<file path="src/rtl/regfile_read_arbiter_if.sv">
// rtl/regfile_read_arbiter_if.sv - requester/register-mux/response bundle for regfile_read_arbiter
interface regfile_read_arbiter_if #(
  parameter int N = 64
);
  logic [3:0]   req_valid;
  logic [19:0]  req_addr;
  logic [3:0]   req_ready;
  logic [4:0]   sel;
  logic [N-1:0] rd_data;
  logic         resp_valid;
  logic [1:0]   resp_id;
  logic [N-1:0] resp_data;
  logic         resp_ready;

  modport slave (
    input  req_valid, req_addr, rd_data, resp_ready,
    output req_ready, sel, resp_valid, resp_id, resp_data
  );

  modport master (
    output req_valid, req_addr, rd_data, resp_ready,
    input  req_ready, sel, resp_valid, resp_id, resp_data
  );
endinterface

</file>
<file path="src/rtl/regfile_read_arbiter.sv">
// rtl/regfile_read_arbiter.sv - 4-way round-robin register read arbiter with 1-entry response register
// Optional feature: define REGFILE_XZR_EN to make register 31 read as zero.
module regfile_read_arbiter #(
  parameter int N = 64
) (
  input  logic                   clk,
  input  logic                   rst_n,
  regfile_read_arbiter_if.slave  bus
);

  logic [1:0]   rr_ptr;
  logic [4:0]   sel_q;
  logic         resp_valid_q;
  logic [1:0]   resp_id_q;
  logic [N-1:0] resp_data_q;

  logic         free;
  logic         grant;
  logic [1:0]   gnt_idx;
  logic [1:0]   cand;
  logic [4:0]   addr_of [4];
  logic [4:0]   gnt_addr;
  logic [N-1:0] cap_data;

  // The response slot is free if empty or being drained this very cycle.
  assign free = !resp_valid_q || bus.resp_ready;

  always_comb begin
    grant   = 1'b0;
    gnt_idx = rr_ptr;
    cand    = rr_ptr;
    for (int k = 0; k < 4; k++) begin
      addr_of[k] = bus.req_addr[5*k +: 5];
    end
    for (int k = 0; k < 4; k++) begin
      cand = rr_ptr + 2'(k);
      if (!grant && bus.req_valid[cand]) begin
        grant   = 1'b1;
        gnt_idx = cand;
      end
    end
    if (!rst_n || !free) begin
      grant = 1'b0;
    end
    gnt_addr = addr_of[gnt_idx];
`ifdef REGFILE_XZR_EN
    cap_data = (gnt_addr == 5'd31) ? '0 : bus.rd_data;
`else
    cap_data = bus.rd_data;
`endif
  end

  assign bus.req_ready  = grant ? (4'b0001 << gnt_idx) : 4'b0000;
  assign bus.sel        = grant ? gnt_addr : sel_q;
  assign bus.resp_valid = resp_valid_q;
  assign bus.resp_id    = resp_id_q;
  assign bus.resp_data  = resp_data_q;

  always_ff @(posedge clk or negedge rst_n) begin
    if (!rst_n) begin
      rr_ptr       <= 2'd0;
      sel_q        <= 5'd0;
      resp_valid_q <= 1'b0;
      resp_id_q    <= 2'd0;
      resp_data_q  <= '0;
    end else if (grant) begin
      rr_ptr       <= gnt_idx + 2'd1;
      sel_q        <= gnt_addr;
      resp_valid_q <= 1'b1;
      resp_id_q    <= gnt_idx;
      resp_data_q  <= cap_data;
    end else if (bus.resp_ready) begin
      resp_valid_q <= 1'b0;
    end
  end

endmodule

</file>
<file path="src/flat_wrapper.sv">
// flat-port wrapper written by rule: the top's interface ports become plain ports
module regfile_read_arbiter_flat 
#(
  parameter int N = 64
)
  (clk, rst_n, bus_req_valid, bus_req_addr, bus_rd_data, bus_resp_ready, bus_req_ready, bus_sel, bus_resp_valid, bus_resp_id, bus_resp_data);
  regfile_read_arbiter_if #(.N(N)) bus_i ();
  input  logic clk;
  input  logic rst_n;
  input wire logic [$bits(bus_i.req_valid)-1:0] bus_req_valid;
  input wire logic [$bits(bus_i.req_addr)-1:0] bus_req_addr;
  input wire logic [$bits(bus_i.rd_data)-1:0] bus_rd_data;
  input wire logic [$bits(bus_i.resp_ready)-1:0] bus_resp_ready;
  output wire logic [$bits(bus_i.req_ready)-1:0] bus_req_ready;
  output wire logic [$bits(bus_i.sel)-1:0] bus_sel;
  output wire logic [$bits(bus_i.resp_valid)-1:0] bus_resp_valid;
  output wire logic [$bits(bus_i.resp_id)-1:0] bus_resp_id;
  output wire logic [$bits(bus_i.resp_data)-1:0] bus_resp_data;
  assign bus_i.req_valid = bus_req_valid;
  assign bus_i.req_addr = bus_req_addr;
  assign bus_i.rd_data = bus_rd_data;
  assign bus_i.resp_ready = bus_resp_ready;
  assign bus_req_ready = bus_i.req_ready;
  assign bus_sel = bus_i.sel;
  assign bus_resp_valid = bus_i.resp_valid;
  assign bus_resp_id = bus_i.resp_id;
  assign bus_resp_data = bus_i.resp_data;
  regfile_read_arbiter #(.N(N)) u_core (.clk(clk), .rst_n(rst_n), .bus(bus_i));
endmodule
</file>
<file path="config.mk">
export PLATFORM = sky130hd
export DESIGN_NAME = regfile_read_arbiter_flat
export DESIGN_NICKNAME = d
export VERILOG_FILES = /design/src/rtl/regfile_read_arbiter_if.sv /design/src/rtl/regfile_read_arbiter.sv /design/src/flat_wrapper.sv
export SDC_FILE = /design/constraint.sdc
export NUM_CORES = 1
export LEC_CHECK = 0
export CORE_MARGIN = 10
export CORE_UTILIZATION = 45
export CTS_CLUSTER_DIAMETER = 60
export DETAILED_ROUTE_END_ITERATION = 16
export DONT_BUFFER_PORTS = 1
export HOLD_SLACK_MARGIN = 0.05
export PLACE_DENSITY = 0.61
export SLEW_MARGIN = 20
export SYNTH_ARGS = -nofsm -noshare
export SYNTH_HDL_FRONTEND = slang
export SYNTH_SLANG_ARGS = --single-unit
</file>
<file path="constraint.sdc">
create_clock -name clk -period 3.8 [get_ports clk]
set_input_delay 0.38 -clock clk [delete_from_list [all_inputs] [get_ports clk]]
set_output_delay 0.38 -clock clk [all_outputs]
set_load 0.005 [all_outputs]
</file>
==> impl_summary.txt, run 1 <==
----------------------------------------------------
[Clock tree]
  CTS tree ... built
  Clock latency on the worst-skew pair ... about 0.34 ns
  CTS sink count ... 74
  Clock slew at reported path FFs ... 0.09 ns
  Number of buffers inserted by post-CTS setup repair ... 0
  Clock buffers created by TritonCTS ... 9
  Total number of H-tree levels ... 3
  Largest buffer count on any clock path ... 2
  Root buf cell ... sky130_fd_sc_hd__clkbuf_8

[Critical path]
  Startpoint-to-endpoint class of the critical path ... reg2out
  Crit Path Max Fanout ... 39
  CP endpoint kind ... output port
  Slowest library cell on the worst path ... sky130_fd_sc_hd__o221ai_1
  Critical path depth in cells ... 5
  Max incr delay on CP ... about 0.43 ns
  Critical path cell sequence ... nand2b_1 -> nor2b_4 -> buf_4 -> nand2_1 -> o221ai_1
  Depth of the worst register-to-register path ... 5
  Data arrival time of the critical path ... 2.14 ns
  Buffering stage count on the worst path with inverters included ... 1
  Data required time at the worst endpoint ... around 3.4 ns
  Crit path max-delay family ... simple AND/OR/NAND/NOR gates
  Worst setup SP type ... flip-flop

[Finish]
  Filler instances ... about 660
  Syn-to-layout area delta ... 8.93%
  Ant. Diodes ... 0
  Number of nets in the finished design ... 435
  Fraction of layout cells with a size suffix above 1 ... 6.96%

[Global route]
  Total grt overflow ... 0
  Antenna violations before repair ... 0
  Vias in the first global route ... around 2300
  First-pass GRT wire length ... 12500 um
  Gr usage total ... 15.5%
  Pin count of the biggest net entering global routing ... 75

[Min path]
  Hold Path Class ... in2reg
  Hold Path Depth ... 2

[Synthesis]
  Syn_area_per_cell ... 9.08 sq um
  Mapped Cells ... ~340
  Distinct cells, synth ... 23
  Net count after synthesis ... 436
  Warning count from the yosys run ... 0
  Cell area after synthesis ... 3100 sq um
  Synth Register Bits ... 74
  Sequential area share after synthesis ... 59.8%

[Outcome]
  Outcome ... completed

[Route]
  Residual antenna-violating net count after detailed routing ... 0
  Number of search-and-repair iterations in the first detailed-routing pass ... 4
  Drt drc ... 0
  Vias per std cell ... 5.16
  Number of vias in the routed layout ... 2192
  Starting DRT DRC Count ... 107
  WL final ... roughly 8400 um
  Average wire length per cell after detail routing ... ~20 um

[Timing]
  RSZ-0062 raised after global routing ... false
  Highest clock rate ... 397 MHz
  Clock Skew ... 0.0176 ns
  Max-slew violation total from the final report ... 0
  Final period utilization ... 66.3%
  TNS Setup ... 0 ns
  Minimum setup slack in the final design ... 1.28 ns
  Slew HR ... 39.5%
  Final Hold Vio Count ... 0
  Measured slew at the worst slew-check pin ... approximately 0.9 ns
  Post-layout min period ... roughly 2.5 ns
  Worst Hold Slack ... between 0.1 and 0.15 ns
  Number of endpoints failing setup at the final stage ... 0

[Place]
  Setup WS pre-CTS ... 1.41 ns
  Detailed-placement wirelength estimate ... 6140 um
  RD Place Congestion ... ~0.79
  PortBufs ... 0

[Floorplan]
  Die area ... 10600 sq um
  Placeable core region ... 6760 sq um
  Initial cell density of the core ... 45.8%
  Die height ... approximately 100 um
  Number of standard-cell rows in the floorplan ... 30
  Width of the chip ... 103 um
  Number of top-level pins ... roughly 170

[Power and ir drop]
  Leakage ... 1.80 nW
  Power density over the cells ... 605 nW/um^2
  Worst voltage drop across the vdd grid ... 0.292 mV

[Job]
  Maximum Capacitance Violations ... 0

----------------------------------------------------
## layout by cell type (no fill, tap or decap)
cell type / n
sky130_fd_sc_hd__o41ai_2: 1
sky130_fd_sc_hd__o221a_2: 1
sky130_fd_sc_hd__nand2b_2: 1
sky130_fd_sc_hd__nand2_1: 207
sky130_fd_sc_hd__a2bb2oi_1: 1
sky130_fd_sc_hd__o21a_1: 1
sky130_fd_sc_hd__buf_16: 1
sky130_fd_sc_hd__mux2i_1: 10
sky130_fd_sc_hd__or3_1: 1
sky130_fd_sc_hd__nand4b_1: 1
sky130_fd_sc_hd__nor2b_1: 3
sky130_fd_sc_hd__dfrtp_1: 74
sky130_fd_sc_hd__nand2b_1: 2
sky130_fd_sc_hd__o21ai_1: 2
sky130_fd_sc_hd__ha_1: 4
sky130_fd_sc_hd__and2_1: 4
sky130_fd_sc_hd__inv_1: 2
sky130_fd_sc_hd__nand2_2: 1
sky130_fd_sc_hd__clkinvlp_4: 2
sky130_fd_sc_hd__dlygate4sd3_1: 1
sky130_fd_sc_hd__bufinv_16: 2
sky130_fd_sc_hd__clkbuf_8: 9
sky130_fd_sc_hd__clkinv_2: 1
sky130_fd_sc_hd__nor2b_4: 1
sky130_fd_sc_hd__o21ai_0: 1
sky130_fd_sc_hd__clkbuf_1: 1
sky130_fd_sc_hd__buf_4: 3
sky130_fd_sc_hd__nand3b_1: 1
sky130_fd_sc_hd__o221ai_1: 5
sky130_fd_sc_hd__inv_6: 1
## state kept, by name, indices dropped and copies added, names as in the netlist
register	count
u_core.rr_ptr	2
u_core.bus.resp_data	64
u_core.sel_q	5
u_core.bus.resp_id	2
u_core.bus.resp_valid	1
## repair_timing
item,in CTS,in global routing
endpoints found under the hold margin,74,0
hold buffers,2,0
gates resized for setup,0,0
## path summary, 6_finish.rpt
kind | to | slack (ns) | startpoint
setup / recovery | bus_sel[1] | 1.28 | u_core.bus.resp_valid$_DFFE_PN0P_
hold / removal | u_core.bus.resp_data[14]$_DFFE_PN0P_ | 0.14 | bus_rd_data[14]
setup reg to reg | u_core.sel_q[1]$_DFF_PN0_ | 1.87 | u_core.bus.resp_valid$_DFFE_PN0P_
hold reg to reg | u_core.bus.resp_data[44]$_DFFE_PN0P_ | 0.51 | u_core.bus.resp_data[44]$_DFFE_PN0P_
max in group asynchronous | u_core.bus.resp_data[60]$_DFFE_PN0P_ | 2.89 | rst_n
min in group asynchronous | u_core.bus.resp_data[13]$_DFFE_PN0P_ | 0.60 | rst_n
## per-layer routing
metal / share of wire, % / wire, um / GRT usage [%]
met5: 0 / 0 / 0
met2: 47 / 4010 / 24.8
met3: 16 / 1350 / 9.18
met1: 35 / 2990 / 16.6
met4: 1.1 / 97 / 5.78
## cell type report
class	count	area (sq um)	area share, %
Sequential cell	74	1850	54.9
Clock inverter	6	88.8	2.63
Multi-Input combinational cell	248	1140	33.7
Inverter	2	7.51	0.223
Tap cell	80	100	2.97
Timing Repair Buffer	5	60.1	1.78
Clock buffer	10	128	3.78
## cell usage after synthesis
cell                        count  area [sq um]
sky130_fd_sc_hd__nand2_1      207           777
sky130_fd_sc_hd__and2_1         4          25.0
sky130_fd_sc_hd__ha_1           4          50.1
sky130_fd_sc_hd__a2bb2oi_1      1          8.76
sky130_fd_sc_hd__or3_1          1          6.26
sky130_fd_sc_hd__buf_2          7          35.0
sky130_fd_sc_hd__o221a_2        1          11.3
sky130_fd_sc_hd__nand2_2        1          6.26
sky130_fd_sc_hd__nand4b_1       1          8.76
sky130_fd_sc_hd__inv_1          2          7.51
sky130_fd_sc_hd__o21a_1         1          7.51
sky130_fd_sc_hd__o41ai_2        1          16.3
sky130_fd_sc_hd__nand3b_1       1          7.51
sky130_fd_sc_hd__clkbuf_1       1          3.75
sky130_fd_sc_hd__o21ai_0        1          5.00
sky130_fd_sc_hd__nand2b_1       3          18.8
sky130_fd_sc_hd__buf_6          1          11.3
sky130_fd_sc_hd__o21ai_1        2          10.0
sky130_fd_sc_hd__mux2i_1       10           100
sky130_fd_sc_hd__o221ai_1       5          43.8
sky130_fd_sc_hd__dfrtp_1       74          1850
sky130_fd_sc_hd__buf_4          8          60.1
sky130_fd_sc_hd__nor2b_1        4          25.0
## metrics by stage
stage | cell area [sq um] | utilization [%] | power (mW) | std cells
after floorplan | 3100 | - | 1.29 | 341
after global placement | 3120 | 46.2 | 1.37 | 407
after detailed placement | 3120 | 46.2 | 1.38 | 407
after CTS | 3370 | 49.9 | 2.07 | 425
after global routing | 3370 | 49.9 | 2.17 | 425
final | 3370 | 49.9 | 2.04 | 425
## power breakdown
group          internal, mW  switching, mW
Sequential            0.925          0.116
Combinational         0.124          0.209
Clock                 0.371          0.294
Total                  1.42          0.619
## worst register-to-register path, cell delays in order, from the launching register on
cell and delay, ns:
sky130_fd_sc_hd__dfrtp_1 0.40, sky130_fd_sc_hd__nand2b_1 0.13, sky130_fd_sc_hd__nor2b_4 0.16, sky130_fd_sc_hd__buf_4 0.35
sky130_fd_sc_hd__nand2_1 0.32, sky130_fd_sc_hd__o221ai_1 0.43
## cell families after synthesis
kind of cell,synth area share (%)
buf+inv,3.80
flops,59.8
simple gates,28.2
compound gates,3.31
fa+ha+maj,1.62
mux,3.23
Note: power is estimated with default switching activity, not from simulation.
==> run 2, diff against run 1 <==
--- a/config.mk
+++ b/config.mk
@@ -5,13 +5,14 @@
 export SDC_FILE = /design/constraint.sdc
 export NUM_CORES = 1
 export LEC_CHECK = 0
+export ABC_AREA = 1
 export CORE_MARGIN = 10
 export CORE_UTILIZATION = 45
 export CTS_CLUSTER_DIAMETER = 60
 export DETAILED_ROUTE_END_ITERATION = 16
 export DONT_BUFFER_PORTS = 1
 export HOLD_SLACK_MARGIN = 0.05
-export PLACE_DENSITY = 0.61
+export PLACE_DENSITY = 0.63
 export SLEW_MARGIN = 20
 export SYNTH_ARGS = -nofsm -noshare
 export SYNTH_HDL_FRONTEND = slang
==> constraint.sdc (replaced) <==
create_clock -name clk -period 2.2 [get_ports clk]
set_input_delay 0.22 -clock clk [delete_from_list [all_inputs] [get_ports clk]]
set_output_delay 0.22 -clock clk [all_outputs]
set_load 0.005 [all_outputs]
==> run 2 against run 1 <==
Effect of this change:
- the run now ends with setup timing left
- hold slack lost 0.029 ns
- via count is 51% higher
- clock-buffer cell count stayed put
- non-clock buffer count rose by 92
- register-to-register slack lost 1.7 ns
- clock power rose by 83%
- critical endpoint is now bus_sel[0]
==> impl_summary.txt, run 2 <==
----------------------------------------------------
[Outcome]
  Outcome ... finished, violations left (was completed)
  Violations in the final reports ... setup timing

[Power and ir drop]
  Power density over the cells ... 1600 nW/um^2 (was 605 nW/um^2)
  Worst voltage drop across the vdd grid ... 0.700 mV (was 0.292 mV)
  Leakage ... 2.65 nW (was 1.80 nW)
  Tot Pwr ... 8.14 mW (was 2.04 mW)

[Synthesis]
  Most frequent cell after synthesis ... sky130_fd_sc_hd__nand2_1 (unchanged)
  Warning count from the yosys run ... 0 (unchanged)
  Net count after synthesis ... 542 (was 436)
  Synth Register Bits ... 74 (unchanged)
  Distinct cells, synth ... 20 (was 23)
  Area share of the largest cell type after synthesis ... 53.3% (was 59.8%)
  Cell taking the most area after synthesis ... sky130_fd_sc_hd__dfrtp_1 (unchanged)
  Syn_area_per_cell ... 7.78 sq um (was 9.08 sq um)
  Commonest cells in the synthesized netlist ... sky130_fd_sc_hd__nand2_1 (282), sky130_fd_sc_hd__dfrtp_1 (74), sky130_fd_sc_hd__nand3_1 (20), sky130_fd_sc_hd__nand2_2 (14), sky130_fd_sc_hd__buf_2 (12) (was sky130_fd_sc_hd__nand2_1 (207), sky130_fd_sc_hd__dfrtp_1 (74), sky130_fd_sc_hd__mux2i_1 (10), sky130_fd_sc_hd__buf_4 (8), sky130_fd_sc_hd__buf_2 (7))
  Sequential area share after synthesis ... 53.3% (was 59.8%)
  Async set-or-reset flop fraction in the synthesized netlist ... 100% (unchanged)
  Primary FF master, synth ... sky130_fd_sc_hd__dfrtp_1 (unchanged)
  Synth area leaders ... sky130_fd_sc_hd__dfrtp_1 (53%), sky130_fd_sc_hd__nand2_1 (30%), sky130_fd_sc_hd__nand3_1 (2.9%) (was sky130_fd_sc_hd__dfrtp_1 (60%), sky130_fd_sc_hd__nand2_1 (25%), sky130_fd_sc_hd__mux2i_1 (3.2%))
  Mapped Cells ... 447 (was 341)
  Number of flops mapped to enable cells by yosys ... 0 (unchanged)
  Cell area after synthesis ... 3480 sq um (was 3100 sq um)

[Critical path]
  Crit path max-delay family ... simple AND/OR/NAND/NOR gates (unchanged)
  Crit Path Max Fanout ... 5 (was 39)
  Data required time at the worst endpoint ... 1.98 ns (was 3.42 ns)
  Buffering stage count on the worst path with inverters included ... 2 (was 1)
  Critical path cell sequence ... buf_6 -> nand2_4 -> nand2_4 -> nand2_2 -> nand2_4 -> nand4_4 -> nand2_8 -> buf_6 -> nand3_2 -> nand2_1 -> nand2_1 -> nand2_1 -> nand2_2 -> nand2_2 (was nand2b_1 -> nor2b_4 -> buf_4 -> nand2_1 -> o221ai_1)
  CP endpoint kind ... output port (unchanged)
  Worst reg2reg path startpoint ... u_core.rr_ptr[0]$_DFFE_PN0P_ (was u_core.bus.resp_valid$_DFFE_PN0P_)
  Max incr delay on CP ... 0.45 ns (was 0.43 ns)
  Worst setup SP type ... flip-flop (unchanged)
  Slowest library cell on the worst path ... sky130_fd_sc_hd__dfrtp_2 (was sky130_fd_sc_hd__o221ai_1)
  Data arrival time of the critical path ... 2.28 ns (was 2.14 ns)
  Startpoint-to-endpoint class of the critical path ... reg2out (unchanged)
  Crit. Startpoint ... u_core.rr_ptr[0]$_DFFE_PN0P_ (was u_core.bus.resp_valid$_DFFE_PN0P_)

[Place]
  Post-place instance area ... 3620 sq um (was 3120 sq um)
  RD Place Congestion ... 0.890 (was 0.789)
  Detailed-placement wirelength estimate ... 7000 um (was 6140 um)
  Placed Cells ... 539 (was 407)
  Setup WS pre-CTS ... 0.121 ns (was 1.41 ns)
  PortBufs ... 0 (unchanged)

[Floorplan]
  Number of top-level pins ... 167 (unchanged)
  Number of standard-cell rows in the floorplan ... 31 (was 30)
  Die height ... 108 um (was 103 um)
  Width of the chip ... 108 um (was 103 um)
  Die area ... 11600 sq um (was 10600 sq um)
  Initial cell density of the core ... 47.2% (was 45.8%)
  Placeable core region ... 7370 sq um (was 6760 sq um)

[Route]
  WL final ... 11800 um (was 8450 um)
  Number of search-and-repair iterations in the first detailed-routing pass ... 4 (unchanged)
  Residual antenna-violating net count after detailed routing ... 0 (unchanged)
  Starting DRT DRC Count ... 149 (was 107)
  Number of vias in the routed layout ... 3300 (was 2192)
  Average wire length per cell after detail routing ... 18.3 um (was 19.9 um)
  Drt drc ... 0 (unchanged)
  Vias per std cell ... 5.13 (was 5.16)

[Timing]
  RSZ-0062 raised after global routing ... true (was false)
  Highest clock rate ... 400 MHz
  Slew HR ... 76.2% (was 39.5%)
  Final Hold Vio Count ... 0 (unchanged)
  Minimum setup slack in the final design ... -0.298 ns (was 1.28 ns)
  Measured slew at the worst slew-check pin ... 0.357 ns (was 0.907 ns)
  Post-layout min period ... 2.50 ns
  Clock Skew ... 0.0122 ns (was 0.0176 ns)
  Worst Hold Slack ... 0.109 ns (was 0.138 ns)
  Max-slew violation total from the final report ... 0 (unchanged)
  Number of endpoints failing setup at the final stage ... 9 (was 0)
  TNS Setup ... -2.23 ns (was 0 ns)
  Final period utilization ... 114%

[Min path]
  Hold Crit Start ... bus_resp_ready (was bus_rd_data[14])
  Hold Path Class ... in2reg (unchanged)

[Global route]
  GR met2 Demand/Resource ... 32.7% (was 24.8%)
  First-pass GRT wire length ... 17800 um (was 12500 um)
  Vias in the first global route ... 3470 (was 2274)
  Pin count of the biggest net entering global routing ... 75 (unchanged)
  Met3 usage ... 8.56% (was 9.18%)
  Total grt overflow ... 0 (unchanged)
  Global-route met1 utilization ... 19.3% (was 16.6%)
  Gr usage total ... 19.2% (was 15.5%)
  Most congested layer reported by global routing ... met2 (unchanged)
  Antenna violations before repair ... 2 (was 0)

[Clock tree]
  CTS sink count ... 74 (unchanged)
  Clock buffers created by TritonCTS ... 9 (unchanged)
  Clock slew at reported path FFs ... 0.07 ns (was 0.09 ns)
  Total number of H-tree levels ... 3 (unchanged)
  Clock latency on the worst-skew pair ... 0.34 ns (about the same)
  CTS tree ... built (unchanged)
  Root buf cell ... sky130_fd_sc_hd__clkbuf_8 (unchanged)
  Largest buffer count on any clock path ... 2 (unchanged)

[Finish]
  Cell area after layout ... 5070 sq um (was 3370 sq um)
  Filler instances ... 546 (was 655)
  Max reg flops ... 64 (unchanged)
  Syn-to-layout area delta ... 45.9% (was 8.93%)
  Number of nets in the finished design ... 632 (was 435)
  Sequential cell area ... 1850 sq um (about the same)
  Fraction of layout cells with a size suffix above 1 ... 24.0% (was 6.96%)
  Most frequent standard cell in the layout excluding fill and tap cells ... sky130_fd_sc_hd__nand2_1 (unchanged)
  Multi-input logic area ... 1750 sq um (was 1140 sq um)
  Core utilization of the finished layout ... 68.8% (was 49.9%)
  Cell Count, Final, Fillers Out ... 643 (was 425)
  Most frequent cells in the layout ... sky130_fd_sc_hd__nand2_1 (251), sky130_fd_sc_hd__dfrtp_1 (72), sky130_fd_sc_hd__dlygate4sd3_1 (65) (was sky130_fd_sc_hd__nand2_1 (207), sky130_fd_sc_hd__dfrtp_1 (74), sky130_fd_sc_hd__mux2i_1 (10))

[Job]
  Maximum Capacitance Violations ... 0 (unchanged)

----------------------------------------------------
## run 2: cell count changes in the layout (fill, tap and decap cells not counted), moves of 9 or more
cell	change
sky130_fd_sc_hd__mux2i_1	-10
sky130_fd_sc_hd__nand3_2	+13
sky130_fd_sc_hd__buf_4	+13
sky130_fd_sc_hd__nand2_1	+44
sky130_fd_sc_hd__dlygate4sd3_1	+64
sky130_fd_sc_hd__nand2_4	+17
sky130_fd_sc_hd__buf_6	+9
sky130_fd_sc_hd__nand2_2	+28
## run 2: timing repair
item	CTS	global route
gates resized for setup	52	43
pin swaps	25	34
endpoints found under the setup margin	9	9
cloned	6	0
endpoints found under the hold margin	138	0
setup buffers	10	4
hold buffers	66	0
## run 2: power breakdown
part | switching (mW) | internal (mW) | leakage (nW) | total [mW]
clock network | 0.534 | 0.684 | 0.118 | 1.22
logic | 2.52 | 1.75 | 1.62 | 4.27
registers | 0.627 | 2.03 | 0.908 | 2.65
## run 2: final timing paths
kind / endpoint / slack, ns / cells past startpoint
max in group asynchronous: u_core.rr_ptr[1]$_DFFE_PN0P_ / 1.46 / 2
min in group asynchronous: u_core.bus.resp_data[31]$_DFFE_PN0P_ / 0.42 / 2
min: u_core.bus.resp_valid$_DFFE_PN0P_ / 0.11 / 3
max: bus_sel[0] / -0.30 / 14
min reg2reg: u_core.sel_q[1]$_DFF_PN0_ / 0.50 / 2
max reg2reg: u_core.rr_ptr[0]$_DFFE_PN0P_ / 0.15 / 12
## run 2: final cells by class
cell class	count	share of cell area [%]
diodes	2	0.0987
clock buffers	10	2.71
clock inverters	6	1.88
inverters	15	1.36
multi-input cells	339	34.4
flip-flops and latches	74	36.6
well taps	99	2.44
repair buffers	97	20.4
repair inverters	1	0.148
## run 2: kinds of logic after synthesis
logic type / count (synthesis) / share of synthesized area (%)
compound gates: 3 / 0.504
fa+ha+maj: 4 / 1.44
buf+inv: 35 / 5.47
flops: 74 / 53.3
simple gates: 331 / 39.3
## run 2: per-layer routing
| metal | wire [um] | vias up |
|---|---|---|
| met5 | 13 | - |
| met4 | 401 | 2 |
| met3 | 1240 | 39 |
| met2 | 6030 | 173 |
| met1 | 4070 | 1552 |
| li1 | - | 1534 |
## run 2: worst min-delay path, stage by stage
cell	delay, ns
sky130_fd_sc_hd__inv_1	0.02
sky130_fd_sc_hd__nand2_1	0.10
sky130_fd_sc_hd__nand2_1	0.07
==> run 3, diff against run 2 <==
--- a/config.mk
+++ b/config.mk
@@ -6,13 +6,14 @@
 export NUM_CORES = 1
 export LEC_CHECK = 0
 export ABC_AREA = 1
+export CORE_ASPECT_RATIO = 2
 export CORE_MARGIN = 10
 export CORE_UTILIZATION = 45
 export CTS_CLUSTER_DIAMETER = 60
 export DETAILED_ROUTE_END_ITERATION = 16
 export DONT_BUFFER_PORTS = 1
 export HOLD_SLACK_MARGIN = 0.05
-export PLACE_DENSITY = 0.63
+export PLACE_DENSITY = 0.61
 export SLEW_MARGIN = 20
 export SYNTH_ARGS = -nofsm -noshare
 export SYNTH_HDL_FRONTEND = slang
==> constraint.sdc (replaced) <==
create_clock -name clk -period 2.5 [get_ports clk]
set_input_delay 0.25 -clock clk [delete_from_list [all_inputs] [get_ports clk]]
set_output_delay 0.25 -clock clk [all_outputs]
set_load 0.005 [all_outputs]
==> run 3 against run 2 <==
Effect of this change:
- largest power group unchanged
- critical path depth did not move
- highest routed layer is now met4
- global-route usage fell by 1.0 points
- hold slack got worse by 0.062 ns
- the run now ends clean
- cell count fell by 3.4%
- via count fell by 4.1%
- sequential share of layout area rose by 2.8 points
- sequential power fell by 12%
- utilization fell by 6.4 points
- flip-flop and latch count did not move
- non-clock buffer count fell by 13
- first-iteration DRC count fell by 17%
- clock skew fell by 0.0078 ns
==> impl_summary.txt, run 3 (synthesized netlist as in run 2, its figures left out) <==
----------------------------------------------------
[Outcome]
  Outcome ... completed (was finished, violations left)

[Finish]
  Fraction of layout cells with a size suffix above 1 ... 15.7% (was 24.0%)
  Ant. Diodes ... 0 (was 2)
  Cell area after layout ... 4710 sq um (was 5070 sq um)
  Most frequent standard cell in the layout excluding fill and tap cells ... sky130_fd_sc_hd__nand2_1 (unchanged)
  Core utilization of the finished layout ... 62.4% (was 68.8%)
  Filler instances ... 635 (was 546)
  Number of nets in the finished design ... 618 (was 632)
  Syn-to-layout area delta ... 35.5% (was 45.9%)
  Most frequent cells in the layout ... sky130_fd_sc_hd__nand2_1 (267), sky130_fd_sc_hd__dfrtp_1 (72), sky130_fd_sc_hd__dlygate4sd3_1 (62) (was sky130_fd_sc_hd__nand2_1 (251), sky130_fd_sc_hd__dfrtp_1 (72), sky130_fd_sc_hd__dlygate4sd3_1 (65))
  Max reg flops ... 64 (unchanged)

[Place]
  Post-place instance area ... 3570 sq um (was 3620 sq um)
  PortBufs ... 0 (unchanged)
  Detailed-placement wirelength estimate ... 7580 um (was 7000 um)
  RD Place Congestion ... 0.806 (was 0.890)

[Clock tree]
  Clock slew at reported path FFs ... 0.06 ns (was 0.07 ns)
  Largest buffer count on any clock path ... 2 (unchanged)
  CTS tree ... built (unchanged)
  CTS sink count ... 74 (unchanged)
  Total number of H-tree levels ... 3 (unchanged)
  Root buf cell ... sky130_fd_sc_hd__clkbuf_16 (was sky130_fd_sc_hd__clkbuf_8)
  Clock latency on the worst-skew pair ... 0.33 ns (was 0.34 ns)
  Clock buffers created by TritonCTS ... 9 (unchanged)

[Floorplan]
  Number of standard-cell rows in the floorplan ... 45 (was 31)
  Die height ... 144 um (was 108 um)
  Placeable core region ... 7540 sq um (was 7370 sq um)
  Die area ... 11900 sq um (was 11600 sq um)
  Initial cell density of the core ... 46.1% (was 47.2%)
  Number of top-level pins ... 167 (unchanged)
  Width of the chip ... 82.1 um (was 108 um)

[Critical path]
  Slowest library cell on the worst path ... sky130_fd_sc_hd__dfrtp_2 (unchanged)
  Slack of the worst reg-to-reg path ... 0.38 ns (was 0.15 ns)
  Crit path max-delay family ... simple AND/OR/NAND/NOR gates (unchanged)
  Max incr delay on CP ... 0.48 ns (was 0.45 ns)
  Buffering stage count on the worst path with inverters included ... 5 (was 2)
  Data arrival time of the critical path ... 2.17 ns (was 2.28 ns)
  Crit Path Max Fanout ... 8 (was 5)
  Depth of the worst register-to-register path ... 12 (unchanged)
  Data required time at the worst endpoint ... 2.25 ns (was 1.98 ns)
  Startpoint-to-endpoint class of the critical path ... reg2out (unchanged)
  Worst reg2reg path startpoint ... u_core.rr_ptr[0]$_DFFE_PN0P_ (unchanged)
  Critical path cell sequence ... inv_4 -> buf_4 -> nand3_2 -> nand2_4 -> nand2_2 -> nand2_2 -> nand2_2 -> nand2_4 -> nand2_4 -> inv_4 -> ha_1 -> inv_1 -> nor2_1 -> buf_4 (was buf_6 -> nand2_4 -> nand2_4 -> nand2_2 -> nand2_4 -> nand4_4 -> nand2_8 -> buf_6 -> nand3_2 -> nand2_1 -> nand2_1 -> nand2_1 -> nand2_2 -> nand2_2)
  Worst setup SP type ... flip-flop (unchanged)
  CP endpoint kind ... output port (unchanged)
  Reg-to-reg endpoint ... u_core.bus.resp_data[40]$_DFFE_PN0P_ (was u_core.rr_ptr[0]$_DFFE_PN0P_)

[Min path]
  Hold Path Depth ... 2 (was 3)
  Hold Path Class ... in2reg (unchanged)
  Hold Path Sink ... u_core.bus.resp_data[38]$_DFFE_PN0P_ (was u_core.bus.resp_valid$_DFFE_PN0P_)
  Hold Crit Start ... bus_rd_data[38] (was bus_resp_ready)

[Route]
  Number of search-and-repair iterations in the first detailed-routing pass ... 4 (unchanged)
  Drt drc ... 0 (unchanged)
  Average wire length per cell after detail routing ... 18.0 um (was 18.3 um)
  Starting DRT DRC Count ... 123 (was 149)
  Vias per std cell ... 5.10 (was 5.13)
  Residual antenna-violating net count after detailed routing ... 0 (unchanged)
  WL final ... 11200 um (was 11800 um)
  Number of vias in the routed layout ... 3166 (was 3300)

[Global route]
  Vias in the first global route ... 3273 (was 3470)
  First-pass GRT wire length ... 16500 um (was 17800 um)
  Antenna violations before repair ... 0 (was 2)
  Total grt overflow ... 0 (unchanged)
  Gr usage total ... 18.2% (was 19.2%)
  Pin count of the biggest net entering global routing ... 75 (unchanged)

[Power and ir drop]
  Tot Pwr ... 6.48 mW (was 8.14 mW)
  Leakage ... 2.51 nW (was 2.65 nW)
  Worst voltage drop across the vdd grid ... 0.603 mV (was 0.700 mV)
  Power density over the cells ... 1380 nW/um^2 (was 1600 nW/um^2)

[Timing]
  RSZ-0062 raised after global routing ... true (unchanged)
  Post-layout min period ... about 2.4 ns
  Highest clock rate ... 413 MHz
  Final Hold Vio Count ... 0 (unchanged)
  Clock Skew ... 0.00435 ns (was 0.0122 ns)
  Max-slew violation total from the final report ... 0 (unchanged)
  Slew HR ... 75.9% (was 76.2%)
  Measured slew at the worst slew-check pin ... 0.362 ns (was 0.357 ns)
  Number of endpoints failing setup at the final stage ... 0 (was 9)
  Final period utilization ... a little over nine tenths

[Job]
  Maximum Capacitance Violations ... 0 (unchanged)

----------------------------------------------------
-- run 3: cell types whose count changed in the layout (fill, tap and decap cells not counted), moves of 5 or more --
cell / change
sky130_fd_sc_hd__clkbuf_16: +10
sky130_fd_sc_hd__buf_6: -7
sky130_fd_sc_hd__clkbuf_8: -9
sky130_fd_sc_hd__nand3_2: -9
sky130_fd_sc_hd__nand2_4: -7
sky130_fd_sc_hd__inv_2: -5
sky130_fd_sc_hd__nand2_1: +16
sky130_fd_sc_hd__nand2_2: -7
sky130_fd_sc_hd__inv_1: +5
sky130_fd_sc_hd__nand3_1: +10
-- run 3: layout make-up --
| type | count | area, sq um | area share [%] |
|---|---|---|---|
| well taps | 94 | 118 | 2.50 |
| flip-flops and latches | 74 | 1850 | 39.4 |
| clock buffers | 10 | 239 | 5.08 |
| multi-input cells | 339 | 1540 | 32.6 |
| repair buffers | 84 | 863 | 18.3 |
| inverters | 15 | 66.3 | 1.41 |
| clock inverters | 5 | 31.3 | 0.664 |
-- run 3: worst max-delay path by stage --
stage,start,depth (start not counted),endpoint
floorplan,u_core.rr_ptr[1]$_DFFE_PN0P_,14,bus_req_ready[1]
global placement,u_core.rr_ptr[0]$_DFFE_PN0P_,14,bus_req_ready[0]
detailed placement,u_core.rr_ptr[0]$_DFFE_PN0P_,14,bus_req_ready[0]
CTS,u_core.rr_ptr[0]$_DFFE_PN0P_,13,bus_req_ready[3]
global route,u_core.rr_ptr[1]$_DFFE_PN0P_,14,bus_req_ready[3]
finish,u_core.rr_ptr[1]$_DFFE_PN0P_,14,bus_req_ready[3]
-- run 3: worst reg2reg max path, delay by kind of cell, from the launching register on --
kind,cells,cell delay (ns)
buffers and inverters,3,0.80
AND/OR/NAND/NOR,9,0.81
flip-flops,1,0.44
-- run 3: what timing repair did --
action                                 CTS  global route
setup endpoints to repair                9             9
gates cloned                             0             2
pin swaps                                0             7
buffers inserted                         0             9
endpoints found under the hold margin  135             0
hold buffers                            63             0
resized for setup                        6            29
-- run 3: per-stage QoR --
stage          std cells  setup WS (ns)  setup TNS [ns]  hold WS, ns
2_1_floorplan        447          0.636               0      -0.0456
3_3_place_gp         532          0.295               0      -0.0430
3_5_place_dp         532          0.212               0      -0.0429
4_1_cts              610         0.0277               0       0.0526
5_1_grt              621        -0.0646          -0.297       0.0612
6_report             621         0.0786               0       0.0468
-- run 3: power by group --
part / internal [mW] / total [mW] / leakage, nW / switching (mW)
clock: 0.689 / 1.17 / 0.134 / 0.481
sequential: 1.79 / 2.34 / 0.908 / 0.553
combinational: 1.16 / 2.97 / 1.47 / 1.81
-- run 3: per-layer routing --
metal	share of wire, %	wire [um]	GRT usage [%]	vias to the layer above
met2	55	6120	31.5	135
met5	0	0	0	-
met1	33	3670	18.1	1508
li1	-	-	-	1505
met3	9.7	1090	7.77	18
met4	2.5	275	7.75	0
